==> src/rtl/div_unit_if.sv <==
// EX <-> divider handshake bundle: operands and start/annul in, result/ready out.
interface div_unit_if #(
  parameter int WIDTH = 32
);
  logic               signed_div_i;
  logic [WIDTH-1:0]   opdata1_i;
  logic [WIDTH-1:0]   opdata2_i;
  logic               start_i;
  logic               annul_i;
  logic [2*WIDTH-1:0] result_o;
  logic               ready_o;

  modport master (
    output signed_div_i, opdata1_i, opdata2_i,
    output start_i, annul_i,
    input  result_o, ready_o
  );

  modport slave (
    input  signed_div_i, opdata1_i, opdata2_i,
    input  start_i, annul_i,
    output result_o, ready_o
  );
endinterface

==> src/rtl/div_unit.sv <==
// Radix-2 restoring divider for DIV/DIVU, result = {remainder, quotient}.
// Define DIV_FAST_EN to finish immediately when |dividend| < |divisor|.
module div_unit #(
  parameter int WIDTH = 32,
  parameter int CNT_W = 6
) (
  input  logic     clk,
  input  logic     rst,
  div_unit_if.slave bus
);

  typedef enum logic [1:0] {
    S_IDLE, S_DIVZERO, S_ON, S_END
  } state_e;

  localparam logic [CNT_W-1:0] LAST = CNT_W'(WIDTH - 1);

  state_e             state_q, state_d;
  logic [WIDTH-1:0]   rem_q, rem_d;
  logic [WIDTH-1:0]   quo_q, quo_d;
  logic [WIDTH-1:0]   dsr_q, dsr_d;
  logic [CNT_W-1:0]   cnt_q, cnt_d;
  logic               sgn_q, sgn_d;
  logic               s1_q, s1_d;
  logic               s2_q, s2_d;
  logic               rdy_q, rdy_d;
  logic [2*WIDTH-1:0] res_q, res_d;

  logic [WIDTH-1:0] a_abs, b_abs;
  logic             neg_a, neg_b;
  logic [WIDTH:0]   shift, sub;
  logic             ge;
  logic [WIDTH-1:0] rem_it, quo_it;

  assign neg_a = bus.signed_div_i & bus.opdata1_i[WIDTH-1];
  assign neg_b = bus.signed_div_i & bus.opdata2_i[WIDTH-1];
  assign a_abs = neg_a ? -bus.opdata1_i : bus.opdata1_i;
  assign b_abs = neg_b ? -bus.opdata2_i : bus.opdata2_i;

  // One restoring step: rem < dsr beforehand, so the difference fits WIDTH bits
  assign shift  = {rem_q, quo_q[WIDTH-1]};
  assign ge     = shift >= {1'b0, dsr_q};
  assign sub    = shift - {1'b0, dsr_q};
  assign rem_it = ge ? sub[WIDTH-1:0] : shift[WIDTH-1:0];
  assign quo_it = {quo_q[WIDTH-2:0], ge};

  always_comb begin
    state_d = state_q;
    rem_d   = rem_q;
    quo_d   = quo_q;
    dsr_d   = dsr_q;
    cnt_d   = cnt_q;
    sgn_d   = sgn_q;
    s1_d    = s1_q;
    s2_d    = s2_q;
    rdy_d   = 1'b0;
    res_d   = '0;
    unique case (state_q)
      S_IDLE: begin
        if (bus.start_i && !bus.annul_i) begin
          sgn_d = bus.signed_div_i;
          s1_d  = bus.opdata1_i[WIDTH-1];
          s2_d  = bus.opdata2_i[WIDTH-1];
          cnt_d = '0;
          rem_d = '0;
          quo_d = a_abs;
          dsr_d = b_abs;
          if (bus.opdata2_i == '0) begin
            state_d = S_DIVZERO;
`ifdef DIV_FAST_EN
          end else if (a_abs < b_abs) begin
            quo_d   = '0;
            rem_d   = bus.opdata1_i;
            state_d = S_END;
`endif
          end else begin
            state_d = S_ON;
          end
        end
      end
      S_DIVZERO: begin
        if (bus.annul_i) begin
          state_d = S_IDLE;
        end else begin
          rem_d   = '0;
          quo_d   = '0;
          state_d = S_END;
        end
      end
      S_ON: begin
        if (bus.annul_i) begin
          state_d = S_IDLE;
        end else begin
          rem_d = rem_it;
          quo_d = quo_it;
          cnt_d = cnt_q + 1'b1;
          if (cnt_q == LAST) begin
            // Remainder follows the dividend's sign
            quo_d   = (sgn_q & (s1_q ^ s2_q)) ? -quo_it : quo_it;
            rem_d   = (sgn_q & s1_q) ? -rem_it : rem_it;
            state_d = S_END;
          end
        end
      end
      S_END: begin
        if (bus.annul_i || !bus.start_i) begin
          state_d = S_IDLE;
        end else begin
          rdy_d = 1'b1;
          res_d = {rem_q, quo_q};
        end
      end
      default: state_d = S_IDLE;
    endcase
  end

  always_ff @(posedge clk or negedge rst) begin
    if (!rst) begin
      state_q <= S_IDLE;
      rem_q   <= '0;
      quo_q   <= '0;
      dsr_q   <= '0;
      cnt_q   <= '0;
      sgn_q   <= 1'b0;
      s1_q    <= 1'b0;
      s2_q    <= 1'b0;
      rdy_q   <= 1'b0;
      res_q   <= '0;
    end else begin
      state_q <= state_d;
      rem_q   <= rem_d;
      quo_q   <= quo_d;
      dsr_q   <= dsr_d;
      cnt_q   <= cnt_d;
      sgn_q   <= sgn_d;
      s1_q    <= s1_d;
      s2_q    <= s2_d;
      rdy_q   <= rdy_d;
      res_q   <= res_d;
    end
  end

  assign bus.ready_o  = rdy_q;
  assign bus.result_o = res_q;

endmodule

==> src/flat_wrapper.sv <==
// flat-port wrapper written by rule: the top's interface ports become plain ports
module div_unit_flat 
#(
  parameter int WIDTH = 32,
  parameter int CNT_W = 6
)
  (clk, rst, bus_signed_div_i, bus_opdata1_i, bus_opdata2_i, bus_start_i, bus_annul_i, bus_result_o, bus_ready_o);
  div_unit_if #(.WIDTH(WIDTH)) bus_i ();
  input  logic clk;
  input  logic rst;
  input wire logic [$bits(bus_i.signed_div_i)-1:0] bus_signed_div_i;
  input wire logic [$bits(bus_i.opdata1_i)-1:0] bus_opdata1_i;
  input wire logic [$bits(bus_i.opdata2_i)-1:0] bus_opdata2_i;
  input wire logic [$bits(bus_i.start_i)-1:0] bus_start_i;
  input wire logic [$bits(bus_i.annul_i)-1:0] bus_annul_i;
  output wire logic [$bits(bus_i.result_o)-1:0] bus_result_o;
  output wire logic [$bits(bus_i.ready_o)-1:0] bus_ready_o;
  assign bus_i.signed_div_i = bus_signed_div_i;
  assign bus_i.opdata1_i = bus_opdata1_i;
  assign bus_i.opdata2_i = bus_opdata2_i;
  assign bus_i.start_i = bus_start_i;
  assign bus_i.annul_i = bus_annul_i;
  assign bus_result_o = bus_i.result_o;
  assign bus_ready_o = bus_i.ready_o;
  div_unit #(.WIDTH(WIDTH), .CNT_W(CNT_W)) u_core (.clk(clk), .rst(rst), .bus(bus_i));
endmodule
==> config.mk <==
export PLATFORM = sky130hd
export DESIGN_NAME = div_unit_flat
export DESIGN_NICKNAME = d
export VERILOG_FILES = /design/src/rtl/div_unit_if.sv /design/src/rtl/div_unit.sv /design/src/flat_wrapper.sv
export SDC_FILE = /design/constraint.sdc
export NUM_CORES = 1
export LEC_CHECK = 0
export ABC_CLOCK_PERIOD_IN_PS = 9100
export CAP_MARGIN = 20
export CELL_PAD_IN_SITES_DETAIL_PLACEMENT = 1
export CELL_PAD_IN_SITES_GLOBAL_PLACEMENT = 1
export CORE_MARGIN = 5
export CORE_UTILIZATION = 47
export CTS_CLUSTER_DIAMETER = 40
export DETAILED_ROUTE_END_ITERATION = 7
export PLACE_DENSITY = 0.95
export SYNTH_ARGS = -nofsm -noshare
export SYNTH_HDL_FRONTEND = slang
export SYNTH_SLANG_ARGS = --single-unit
==> constraint.sdc <==
create_clock -name clk -period 9.1 [get_ports clk]
set_input_delay 0.91 -clock clk [delete_from_list [all_inputs] [get_ports clk]]
set_output_delay 0.91 -clock clk [all_outputs]
set_load 0.05 [all_outputs]
==> results by group, run 1 <==
Floorplan
  – I/O pins: around 130
  – Die area: about 0.029 sq mm
  – Die Ht: ~170 um
  – DIE WIDTH: between 150 and 200 um
  – Std-Cell Rows: between 50 and 60
  – Initial core utilization: a little under half
  – Core Region: approximately 0.025 sq mm

Timing
  – Worst rel slew slack: between 20% and 30%
  – RSZ-0062 raised after global routing: false
  – Slew Viols, Final: 0
  – Final Critical Period: ~5.7 ns
  – Endpoints failing hold: 0
  – Setup ws final: ~3.4 ns
  – Setup_tns: 0 ns
  – Final setup skew: ~0.018 ns
  – Period utilization: 62.2%
  – Peak Freq: between 150 and 200 MHz
  – Finish-stage setup viols: 0
  – Worst slew pin tran: 1.08 ns

CTS
  – Clk Latency, worst-skew pair: 0.45 ns
  – CTS tree: yes
  – TritonCTS buffer count: 17
  – Worst-path clk slew: approximately 0.080 ns
  – Maximum root-to-sink buffer count: 2
  – H-tree lvl count: 4
  – Postcts setup bufs: 0
  – # resized after CTS: 0
  – Clock net sink count: 172
  – CTS hold repair buffers: 0
  – Root buf cell: clkbuf_16

Route
  – DRC viols: 0
  – Vias: 11,600
  – Vias per inst: between 6 and 7
  – First-pass DRT Iterations: 6
  – Antenna Violating Nets Remaining: 0
  – Routed wire length per instance: around 23 um
  – DRT Wirelength: 42,000 um
  – Initial DRC count: slightly above 1,000

Critical path
  – Worst EP arrival: between 5 and 6 ns
  – CP endpoint kind: flop
  – Worst path max stage delay: between 0.7 and 0.8 ns
  – Critical-path top delay cell: a2111oi_0
  – R2R setup slack: about 3.4 ns
  – CP cell instances: inv_1 > ha_1 > a21oi_1 > o21ai_0 > a2111oi_0 > o21a_1 > nand2_2 > inv_4 > ha_1 > inv_1 > nor4_1 > and2_1 > a21oi_1 > xnor2_1 > a31oi_1 > o21ai_0
  – CP startpoint kind: flop
  – Crit Path Max Fanout: 37
  – Worst Path Required: ~9.4 ns
  – Setup Crit Path Kind: flop to flop

Synth
  – Top cell type's share of synthesized area: between 30% and 40%
  – Synthesized instance count: ~1,400
  – Distinct cell type count after synthesis: 85
  – Post-Syn Nets: 1,503
  – EDFF count, synth: 0
  – Largest cells by area after synthesis: dfrtp_1 (36%), xor2_1 (6.0%), o21ai_0 (5.9%)
  – Post-synth top flop: dfrtp_1
  – Syn. warnings: 0
  – #FFs+latches synth: around 170
  – Mapped Avg Cell Area: 8.57 sq um
  – Synth area leader: dfrtp_1
  – Synth async-reset ratio: 100%
  – Top-count cell post-synth: dfrtp_1
  – Top cells by count, synth: dfrtp_1 (172), nand2_1 (152), o21ai_0 (140)
  – Seq/Total Area, Yosys: 36.1%
  – Synth Cell Area: around 0.012 sq mm

GRT
  – Gr ovfl total: 0
  – First-pass GRT wire length: roughly 66,000 um
  – Vias in the first global route: around 12,000
  – Largest net degree at the start of global routing: 110
  – Total Routing Usage GR: roughly 29%
  – Initial antenna violation count: 2

Power and ir drop
  – PD cells: between 400 and 500 mW/mm^2
  – Final Power: 6.00 mW
  – Max VDD drop: between 0.0002 and 0.00025 V
  – Leak pwr: 5.88 nW

Placement
  – Final Wtd Congestion: 0.947
  – Pre-CTS worst setup slack: 3.92 ns
  – Placed Instances: about 1,800
  – IO buf count: 133
  – DP Wirelength: around 29,000 um

Finish
  – Diodes inserted: 0
  – Syn-to-layout area delta: 17.2%
  – Final cell count without fillers: roughly 1,800
  – Share of cells above drive strength 1: around 5%
  – Layout net count: between 1,500 and 2,000

Run
  – Max Cap Viol: 0

Outcome
  – Status: completed

Min path
  – Hold crit path type: input port to asynchronous set/reset pin
[power by group]
group          leakage [nW]  switching (mW)  internal, mW
logic                  3.30            2.64          1.32
registers              2.29           0.285         0.983
clock network         0.298           0.372         0.401
total                  5.88            3.30          2.70
[routing by layer]
metal / track usage [%] / routed length [um] / vias up
li1: - / - / 5125
met3: 5.31 / 2930 / 133
met1: 36.0 / 16900 / 5783
met2: 49.2 / 20500 / 520
met5: 0 / 15 / -
met4: 12.0 / 1640 / 4
[worst paths after layout]
check | startpoint | to | cells past startpoint
max | u_core.dsr_q[28]$_DFFE_PN0P_ | u_core.quo_q[26]$_DFFE_PN0P_ | 16
min | rst | u_core.bus.result_o[45]$_DFF_PN0_ | 1
max reg2reg | u_core.dsr_q[28]$_DFFE_PN0P_ | u_core.quo_q[26]$_DFFE_PN0P_ | 16
min reg2reg | u_core.dsr_q[5]$_DFFE_PN0P_ | u_core.dsr_q[5]$_DFFE_PN0P_ | 2
max in group asynchronous | rst | u_core.rem_q[17]$_DFFE_PN0P_ | 3
min in group clk | u_core.dsr_q[5]$_DFFE_PN0P_ | u_core.dsr_q[5]$_DFFE_PN0P_ | 2
[flip-flops by register name, summed over array words and instances, names as in the netlist]
register	flops
u_core.cnt_q	6
u_core.bus.result_o	64
u_core.s2_q	1
u_core.dsr_q	32
u_core.rem_q	32
u_core.sgn_q	1
u_core.quo_q	32
u_core.s1_q	1
u_core.state_q	2
u_core.bus.ready_o	1
[area by class of cell]
cell class,count,area [sq um]
fill,2964,11100
multi-input combinational,1086,6980
sequential,172,4300
timing repair buffer,141,1410
clock buffer,18,439
tap,330,413
inverter,63,239
clock inverter,14,176
[placed cells by master (no fill, tap or decap), types with 13 or more instances in the layout]
master,n
xnor2_1,60
inv_1,62
nand2_1,152
clkdlybuf4s50_1,132
dfrtp_1,172
o21ai_0,140
nor4_1,19
o221ai_1,13
a21oi_1,93
o21a_1,19
ha_1,42
xor2_1,81
a211oi_1,13
mux2i_1,14
and2_1,69
or3_1,23
o41ai_1,13
clkbuf_16,17
a31oi_1,13
nor2_1,89
nand3_1,16
o31ai_1,22
nor3_1,35
[through the flow]
step                utilization (%)  area (sq um)  hold slack, ns
floorplan                         -         11900           0.450
global placement               53.2         13300           0.462
detailed placement             53.2         13300           0.474
CTS                            55.7         13900           0.491
global route                   55.8         14000           0.406
finish                         55.8         14000           0.370
[kinds of logic (layout without fill, tap and decap cells)]
family | after synthesis | count (layout) | share of synthesized area [%]
xor gates and xnor gates | 141 | 141 | 10.4
AOI/OAI and AO/OA | 404 | 404 | 21.6
DFF | 172 | 172 | 36.1
and+or+nand+nor | 477 | 477 | 20.0
buffers and inverters | 133 | 236 | 5.40
adders and majority gates | 43 | 43 | 4.58
muxes | 21 | 21 | 1.84
[critical path: cells and delay by family (launching register included)]
| family | cells | cell delay [ns] |
|---|---|---|
| compound gates | 7 | 2.15 |
| simple gates | 3 | 1.45 |
| fa+ha+maj | 2 | 0.70 |
| buf+inv | 3 | 0.66 |
| flops | 1 | 0.38 |
| xor+xnor | 1 | 0.20 |
No activity file was read; power rests on OpenSTA's default activity.
==> run 2, diff against run 1 <==
Settings changed: ABC_CLOCK_PERIOD_IN_PS 9100 to 5300, CORE_UTILIZATION 47 to 44, PLACE_DENSITY 0.95 to 0.92.
Clock period 9.1 ns to 5.3 ns, I/O delays scaled along.
==> results by group, run 2 (synthesized netlist as in run 1, its figures left out) <==
Run
  – Max Cap Viol: 0 (unchanged)

GRT
  – Gr ovfl total: 0 (unchanged)
  – Vias in the first global route: 11,800 (-1.2%)
  – Initial antenna violation count: 0 (-2)
  – Largest net degree at the start of global routing: 103 (-6.4%)
  – Total Routing Usage GR: 26.8% (-2.0 points)
  – First-pass GRT wire length: 66,200 um (+0.47%)

Power and ir drop
  – Switching Power: 5.68 mW (+72%)
  – Sw frac: 54.6% (-0.36 points)
  – Final Power: 10.4 mW (+73%)
  – PD cells: 741 mW/mm^2 (+73%)
  – Share of power burned in registers: 20.6% (-0.5 points)
  – Internal power: 4.73 mW (+75%)
  – Power share of the combinational group: 67.0% (+1.0 points)
  – Max VDD drop: 0.000438 V (+100%)
  – Leak pwr: 5.93 nW (+0.75%)
  – Clock share of power: 12.4% (-0.5 points)

Timing
  – Worst rel slew slack: 27.4% (-0.32 points)
  – Final setup skew: 0.0212 ns (+0.00351 ns)
  – Setup_tns: 0 ns (unchanged)
  – RSZ-0062 raised after global routing: false
  – Finish-stage setup viols: 0 (unchanged)
  – Worst slew pin tran: 1.09 ns (+0.00472 ns)
  – Final Critical Period: 4.82 ns (-0.838 ns)
  – Setup ws final: 0.479 ns (-2.96 ns)
  – Peak Freq: 207 MHz (+17%)
  – Endpoints failing hold: 0 (unchanged)
  – Slew Viols, Final: 0 (unchanged)
  – Period utilization: 91.0% (+29 points)
  – Hold slack: 0.169 ns (-0.202 ns)

Placement
  – IO buf count: 133 (unchanged)
  – Final Wtd Congestion: 0.995 (+5.1%)
  – Cell Area, Placed: 0.0134 sq mm (+0.84%)
  – Pre-CTS worst setup slack: 0.718 ns (-3.20 ns)
  – Placed Instances: 1,815 (+1.3%)
  – DP Wirelength: 30,400 um (+3.6%)

Finish
  – Filler cells: 3,135 (+5.8%)
  – Max FFs per register: 64 (unchanged)
  – Share of cells above drive strength 1: 5.78% (+0.76 points)
  – Diodes inserted: 0 (unchanged)
  – Commonest cells after routing, fill and taps aside: dfrtp_1 (172), nand2_1 (152), o21ai_0 (140)
  – Finished Core Util: 52.4% (-3.4 points)
  – Final cell count without fillers: 1,847 (+1.3%)
  – Final instance area: 0.0140 sq mm (+0.51%)
  – Syn-to-layout area delta: 17.8%
  – Layout net count: 1,605 (+0.75%)
  – Commonest non-fill, non-tap cell in the layout: dfrtp_1

Route
  – Vias per inst: 6.12 (-3.5%)
  – WL met1: 17,500 um (+3.8%)
  – Routed wire length per instance: 22.4 um (-2.8%)
  – Vias: 11,300 (-2.3%)
  – First-pass DRT Iterations: 5 (-1)
  – DRC viols: 0 (unchanged)
  – Max Used Layer: met4
  – DRT Wirelength: 41,300 um (-1.6%)
  – Initial DRC count: 747 (-27%)
  – Antenna Violating Nets Remaining: 0 (unchanged)
  – Met2 WL post-DR: 20,500 um (about the same)
  – DR WL met3: 2480 um (-15%)

CTS
  – CTS tree: yes
  – CTS hold repair buffers: 0 (unchanged)
  – TritonCTS buffer count: 17 (unchanged)
  – Maximum root-to-sink buffer count: 2 (unchanged)
  – Clk Latency, worst-skew pair: 0.45 ns (about the same)
  – Clock net sink count: 172 (unchanged)
  – Worst-path clk slew: 0.08 ns (about the same)
  – Root buf cell: clkbuf_16
  – # resized after CTS: 0 (unchanged)
  – Postcts setup bufs: 0 (unchanged)
  – H-tree lvl count: 4 (unchanged)

Critical path
  – Setup Crit Path Kind: flop to flop
  – Cell mode on critical path: o21ai_0
  – Crit Path Max Fanout: 13 (-65%)
  – CP startpoint kind: flop
  – R2R setup slack: 0.48 ns (-2.96 ns)
  – CP endpoint kind: flop
  – CP delay by family, top: compound AO/OA/AOI/OAI gates
  – Stages on the worst setup path: 12 (-4)
  – R2r worst-path depth: 12 (-4)
  – Bufs and invs on worst path: 0 (-3)
  – Worst Setup SP: u_core.rem_q[8]$_DFFE_PN0P_
  – CP cell instances: ha_1 > nand4_4 > nor3_1 > a21boi_0 > o21ai_0 > a222oi_1 > nand4_1 > a21oi_1 > o21ai_0 > o41ai_1 > xor2_1 > o21ai_1
  – Worst path max stage delay: 0.63 ns (-0.15 ns)
  – Worst reg2reg startpoint: u_core.rem_q[8]$_DFFE_PN0P_
  – Worst Path Required: 5.58 ns (-3.85 ns)
  – Worst EP arrival: 5.10 ns (-0.89 ns)
  – FF-to-FF End: u_core.rem_q[31]$_DFFE_PN0P_
  – Critical-path top delay cell: o41ai_1
  – CP Capture Point: u_core.rem_q[31]$_DFFE_PN0P_

Floorplan
  – Die area: 0.0305 sq mm (+6.4%)
  – DIE WIDTH: 175 um (+3.2%)
  – Initial core utilization: 44.5% (-3.1 points)
  – I/O pins: 134 (unchanged)
  – Std-Cell Rows: 60 (+3.4%)
  – Die Ht: 175 um (+3.2%)
  – Core Region: 0.0268 sq mm (+7.0%)

Min path
  – Hold crit path type: input port to asynchronous set/reset pin

Outcome
  – Status: completed
## run 2: how the worst min path moves through the flow
stage                                         to                         start  slack (ns)
3_3_place_gp        u_core.dsr_q[19]$_DFFE_PN0P_  u_core.dsr_q[19]$_DFFE_PN0P_        0.46
2_1_floorplan       u_core.bus.ready_o$_DFF_PN0_                           rst        0.23
3_5_place_dp        u_core.dsr_q[28]$_DFFE_PN0P_  u_core.dsr_q[28]$_DFFE_PN0P_        0.47
5_1_grt        u_core.bus.result_o[43]$_DFF_PN0_                           rst        0.29
4_1_cts        u_core.bus.result_o[43]$_DFF_PN0_                           rst        0.25
6_report       u_core.bus.result_o[43]$_DFF_PN0_                           rst        0.17
## run 2: worst reg2reg max path, delay by kind of cell, from the launching register on
| kind | cells | cell delay [ns] |
|---|---|---|
| adders and majority gates | 1 | 0.59 |
| xor gates and xnor gates | 1 | 0.21 |
| and+or+nand+nor | 3 | 0.75 |
| DFF | 1 | 0.44 |
| AOI/OAI and AO/OA | 7 | 2.68 |
## run 2: area by class of cell
cell class | instances | area, sq um | share of cell area [%]
Clock buffer | 17 | 425 | 3.03
Sequential cell | 172 | 4300 | 30.7
Inverter | 63 | 239 | 1.70
Multi-Input combinational cell | 1086 | 6980 | 49.7
Tap cell | 341 | 427 | 3.04
Timing Repair Buffer | 153 | 1480 | 10.6
Clock inverter | 15 | 178 | 1.27
## run 2: metal layers
metal / vias up / GRT usage (%)
met4: 0 / 7.07
li1: 5142 / -
met1: 5638 / 34.9
met3: 72 / 4.22
met5: - / 0
met2: 445 / 46.4
## run 2: power groups by stage
stage          registers [mW]  logic [mW]  clock network, mW
2_1_floorplan            2.05        4.85                  0
3_3_place_gp             2.10        6.47                  0
3_5_place_dp             2.14        6.68                  0
4_1_cts                  2.13        6.81               1.30
5_1_grt                  2.19        7.50               1.36
6_report                 2.14        6.97               1.29
